[src/rtl/fetch_predict_stage.sv]
// fetch_predict_stage: fetch PC register, direct-mapped BTB prediction and the decode-side pipeline register.
// Execute feeds back misprediction redirects and resolution updates that train the BTB.
module fetch_predict_stage #(
    parameter int              size        = 32,
    parameter int              BTB_ENTRIES = 16,
    parameter logic [size-1:0] RESET_PC    = '0
) (
    input  logic            clk,
    input  logic            reset,
    input  logic            stall_i,
    input  logic            misprediction_i,
    input  logic [size-1:0] correct_pc_i,
    input  logic            update_valid_i,
    input  logic [size-1:0] update_pc_i,
    input  logic [size-1:0] update_target_i,
    input  logic            update_taken_i,
    output logic [size-1:0] imem_addr_o,
    output logic [size-1:0] pc_o,
    output logic [size-1:0] pc_plus_o,
    output logic            branch_prediction_o,
    output logic            valid_o
);
    localparam int IDX = $clog2(BTB_ENTRIES);
    localparam int TW  = size - IDX - 2;

    logic [size-1:0] pc_q, pc_d, pc_out_q, pc_out_d, pc_plus_q, pc_plus_d, pc_inc, next_pc;
    logic            pred_q, pred_d, valid_q, valid_d, hit, pred, adv;
    logic            btb_v_q   [BTB_ENTRIES];
    logic [TW-1:0]   btb_tag_q [BTB_ENTRIES];
    logic [size-1:0] btb_tgt_q [BTB_ENTRIES];
    logic [1:0]      btb_ctr_q [BTB_ENTRIES];
    logic [IDX-1:0]  f_idx, u_idx;
    logic [TW-1:0]   f_tag, u_tag;
    logic            u_hit;
    logic [1:0]      u_ctr;
    logic            unused_lo;

    always_comb begin
        f_idx     = pc_q[IDX+1:2];
        f_tag     = pc_q[size-1:IDX+2];
        hit       = btb_v_q[f_idx] && (btb_tag_q[f_idx] == f_tag);
        pred      = hit && btb_ctr_q[f_idx][1];
        pc_inc    = pc_q + size'(4);
        next_pc   = pred ? btb_tgt_q[f_idx] : pc_inc;
        adv       = !misprediction_i && !stall_i;
        pc_d      = misprediction_i ? correct_pc_i : (stall_i ? pc_q : next_pc);
        pc_out_d  = adv ? pc_q : pc_out_q;
        pc_plus_d = adv ? pc_inc : pc_plus_q;
        pred_d    = misprediction_i ? 1'b0 : (stall_i ? pred_q : pred);
        valid_d   = misprediction_i ? 1'b0 : (stall_i ? valid_q : 1'b1);
        u_idx     = update_pc_i[IDX+1:2];
        u_tag     = update_pc_i[size-1:IDX+2];
        u_hit     = btb_v_q[u_idx] && (btb_tag_q[u_idx] == u_tag);
        u_ctr     = update_taken_i ? ((btb_ctr_q[u_idx] == 2'd3) ? 2'd3 : btb_ctr_q[u_idx] + 2'd1)
                                   : ((btb_ctr_q[u_idx] == 2'd0) ? 2'd0 : btb_ctr_q[u_idx] - 2'd1);
        unused_lo = ^update_pc_i[1:0];
    end

    always_ff @(posedge clk or posedge reset) begin
        if (reset) begin
            pc_q      <= RESET_PC;
            pc_out_q  <= '0;
            pc_plus_q <= '0;
            pred_q    <= 1'b0;
            valid_q   <= 1'b0;
        end else begin
            pc_q      <= pc_d;
            pc_out_q  <= pc_out_d;
            pc_plus_q <= pc_plus_d;
            pred_q    <= pred_d;
            valid_q   <= valid_d;
        end
    end

    // Training is written after lookup, so a same-index lookup sees pre-update contents.
    always_ff @(posedge clk or posedge reset) begin
        if (reset) begin
            for (int i = 0; i < BTB_ENTRIES; i++) begin
                btb_v_q[i]   <= 1'b0;
                btb_tag_q[i] <= '0;
                btb_tgt_q[i] <= '0;
                btb_ctr_q[i] <= 2'b01;
            end
        end else if (update_valid_i) begin
            if (u_hit) begin
                btb_ctr_q[u_idx] <= u_ctr;
                if (update_taken_i) btb_tgt_q[u_idx] <= update_target_i;
            end else if (update_taken_i) begin
                btb_v_q[u_idx]   <= 1'b1;
                btb_tag_q[u_idx] <= u_tag;
                btb_tgt_q[u_idx] <= update_target_i;
                btb_ctr_q[u_idx] <= 2'b10;
            end
        end
    end

    assign imem_addr_o         = pc_q;
    assign pc_o                = pc_out_q;
    assign pc_plus_o           = pc_plus_q;
    assign branch_prediction_o = pred_q;
    assign valid_o             = valid_q;
endmodule

[config.mk]
export PLATFORM = sky130hd
export DESIGN_NAME = fetch_predict_stage
export DESIGN_NICKNAME = d
export VERILOG_FILES = /design/src/rtl/fetch_predict_stage.sv
export SDC_FILE = /design/constraint.sdc
export NUM_CORES = 2
export LEC_CHECK = 0
export BUFFER_PORTS_ARGS = -buffer_cell sky130_fd_sc_hd__buf_2
export CAP_MARGIN = 40
export CORE_UTILIZATION = 51
export CTS_BUF_LIST = sky130_fd_sc_hd__clkbuf_16
export DETAILED_ROUTE_END_ITERATION = 7
export HOLD_SLACK_MARGIN = 0.1
export PLACE_DENSITY = 0.73
export SETUP_SLACK_MARGIN = 0.05
export SYNTH_ARGS = -nofsm -noshare
export SYNTH_HDL_FRONTEND = slang
export SYNTH_SLANG_ARGS = --single-unit
[constraint.sdc]
create_clock -name clk -period 77.8 [get_ports clk]
set_clock_uncertainty 0.05 [all_clocks]
set_input_delay 15.56 -clock clk [delete_from_list [all_inputs] [get_ports clk]]
set_output_delay 15.56 -clock clk [all_outputs]
set_load 0.01 [all_outputs]
==> flow_metrics.tcl <==
set metrics [dict create \
    outcome "completed" \
    global_route.usage.total_pct 29.02 \
    synth_instances 3873 \
    end_kind "register" \
    vias_per_cell 6.415 \
    reg_to_reg_slack_setup_ns 71.28 \
    grt_use_met2_pct 45.41 \
    share_of_the_synthesized_area_in_the_top_cell_type_pct 49.19 \
    min_path_cells 2 \
    layoutNonFillerInstCount 5375 \
    final_period_minus_worst_setup_slack_ns 20.59 \
    placed_area_um2 55590 \
    grt_pass1_vias 35570 \
    number_of_buffers_inserted_by_post_cts_setup_repair 0 \
    critical_path_class "input port to register" \
    postSynthAreaPerCell_um2 13.87 \
    cts_made_buffers 108 \
    holdPathEnd "pc_plus_o[20]" \
    detail_route.wirelength_um 152500 \
    global_route.usage.met3_pct 5.933 \
    synth_flop_cell "dfrtp_1" \
    rr_startpoint "imem_addr_o[4]" \
    power-per-cell-area_nw_per_um2 26.71 \
    antenna_violations_before_repair 36 \
    reg2reg_to "imem_addr_o[5]" \
    reg2reg_depth 12 \
    place_congestion 0.9040 \
    p_leak_nw 26.21 \
    globalRoute.totalOverflow 0 \
    globalRoute.busiestLayer "met2" \
    num_vias 34480 \
    clkTransAtPathRegs_ns 0.06 \
    p_switching_w 0.0004563 \
    fillers 8287 \
    power.share.sequential_pct 46.4 \
    synthDominantAreaCellType "dfrtp_1" \
    place.detailed.instances 5166 \
    worstPathArrival_ns 21.12 \
    vdd_ir_drop_max_v 0.00002183 \
    ys_top_cells_by_area "dfrtp_1 49%, mux4_2 16%, mux2_2 13%" \
    final_max_slew_viol_count 0 \
    holdCritPathClass "register to register" \
    yosys.cell_types.count 82 \
    fp-row-count 118 \
    part_of_the_power_in_the_clock_network_pct 31.8 \
    syn_area_um2 53720 \
    syn_nets 3976 \
    setup_violations 0 \
    wire_per_inst_um 28.37 \
    period_utilization_post_route_pct 26.47 \
    worst_pin_slew_ns 1.040 \
    critical_path.startpoint_type "input port" \
    critical_path.max_fanout 48 \
    cts_resized 0 \
    synth_warnings 0 \
    p_int_w 0.001119 \
    dpl.hpwl_um 93500 \
    clk_latency_ns 0.70 \
    power_switching_share_pct 28.97 \
    async_reset_ff_share_pct 100.0 \
    h_tree_levels 3 \
    power.share.combinational_pct 21.7 \
    layout.area.seq_um2 26860 \
    place_worst_setup_slack_ns 56.59 \
    cts_hold_repair.buffers 0 \
    max_slew_margin_pct 30.64 \
    design.portCount 200 \
    post-route-drc-count 0 \
    floorplan.core_area_um2 103900 \
    timing.final.hold_violations 0 \
    final.setup.tns_ns 0 \
    final_nets 3999 \
    timing.max_cap.violations 0 \
    drive_above_1_share_pct 37.45 \
    floorplan.initialDensity_pct 51.68 \
    multi_input_area_um2 25130 \
    dieWidth_um 326.5 \
    postRouteAntennaNets 0 \
    hp-start "pc_plus_o[20]" \
    number_of_clock_sinks_seen_by_cts 1072 \
    post_synth_edffs 0 \
    setup_repair_after_global_routing_missed_its_margin "false" \
    critPathRequiredTime_ns 78.32 \
    largest_net_degree_at_the_start_of_global_routing 173 \
    synth_seq_area_share_pct 49.98 \
    place.port_buffers 197 \
    layout-area-overhead-vs-synth_pct 9.769 \
    drt-initial-drc-count 3335 \
    maxClockFrequency_mhz 48.56 \
    floorplan.die_area_um2 106600 \
    clockBufferDepth 3 \
    design_area_um2 58960 \
    grt_pass1_wl_um 232300 \
    dr.pass1.iters 5 \
    die_y_um 326.5 \
    cts_root_buffer "clkbuf_16" \
    setup_ws_ns 57.21 \
    cts_tree "built" \
    ys_seq_elements 1072 \
    use_met1_pct 39.16 \
]
## worst max path at each step
stage / cells past startpoint / endpoint / from
CTS: 13 / btb_tag_q[390] / update_pc_i[3]
global route: 13 / btb_tag_q[310] / update_pc_i[3]
global placement: 13 / btb_tag_q[91] / update_pc_i[3]
floorplan: 1 / branch_prediction_o / reset
finish: 13 / btb_tag_q[414] / update_pc_i[3]
detailed placement: 13 / btb_tag_q[100] / update_pc_i[3]
## Yosys cell counts, drive strengths merged (10+ instances only)
cell / n
a21oi: 32
a221oi: 12
a22oi: 10
and2: 10
buf: 161
clkbuf: 199
dfrtp: 1056
dfstp: 16
inv: 27
mux2: 835
mux2i: 136
mux4: 376
nand2: 381
nand2b: 27
nand3: 31
nand4: 13
nor2: 86
nor2b: 14
nor3: 18
nor4: 14
o21ai: 181
o22ai: 23
o31ai: 14
xnor2: 49
xor2: 23
## cells in the final DEF, fill, tap and decap left out, drive strengths merged, types with 10 or more instances in the layout
master,netlist,layout
and2,10,10
nor2,86,86
nand3,31,31
clkinv,2,47
o31ai,14,14
a21oi,32,32
dfstp,16,16
diode,0,16
mux4,376,376
nand4,13,13
o22ai,23,23
mux2,835,835
nor4,14,14
nor2b,14,14
a22oi,10,10
xor2,23,23
xnor2,49,49
nand2b,27,27
dfrtp,1056,1056
o21ai,181,181
mux2i,136,136
nand2,381,381
clkbuf,199,109
a221oi,12,12
buf,161,271
nor3,18,18
inv,27,59
## per-layer routing
layer	vias up	routed length [µm]
met5	-	161
met4	24	7490
met2	1451	72640
met3	414	11830
met1	18230	60390
li1	14370	-
## cells by family after synthesis
logic type,synth area share [%]
DFF,49.98
buffers and inverters,3.471
AOI/OAI and AO/OA,4.072
and+or+nand+nor,5.443
adders and majority gates,0.06056
muxes,35.80
xor gates and xnor gates,1.174
## worst max-delay path: stages
cell and delay (ns):
buf_6 0.47, buf_4 0.64, mux4_2 0.43, mux2i_1 0.18, o22ai_1 0.11, nor4_1 0.79
o2111ai_1 0.52, or2_0 0.36, or4_1 0.54, buf_4 0.28, nand3_2 0.12, buf_4 0.59
mux2_2 0.41
## state kept, by name, summed over array words and instances, names as in the netlist
name and cells:
valid_o 1, btb_tag_q 416, pc_plus_o 30, btb_v_q 16, branch_prediction_o 1, btb_ctr_q 32
imem_addr_o 32, pc_o 32, btb_tgt_q 512
## power groups by stage
stage | sequential, W | clock, W | combinational [W]
2_1_floorplan | 0.000718 | 0 | 0.000252
3_3_place_gp | 0.000734 | 0 | 0.000330
3_5_place_dp | 0.000740 | 0 | 0.000340
4_1_cts | 0.000730 | 0.000507 | 0.000341
5_1_grt | 0.000745 | 0.000529 | 0.000364
6_report | 0.000731 | 0.000501 | 0.000342
## cell type report
cell class	instances	share of cell area (%)
sequential	1072	45.55
multi-input combinational	2412	42.61
clock buffer	109	4.626
timing repair buffer	273	2.983
tap	1380	2.928
clock inverter	84	1.031
inverter	29	0.2016
antenna	16	0.06790
## per-stage QoR
| stage | power, W | hold slack [ns] | util, % |
|---|---|---|---|
| finish | 0.001575 | 0.4227 | 56.73 |
| global route | 0.001638 | 0.4335 | 56.72 |
| CTS | 0.001579 | 0.4229 | 56.69 |
| detailed placement | 0.001079 | 0.4081 | 53.48 |
| global placement | 0.001063 | 0.4077 | 53.25 |
| floorplan | 0.0009708 | 0.3917 | - |
Power figures use the tool's default switching activity.
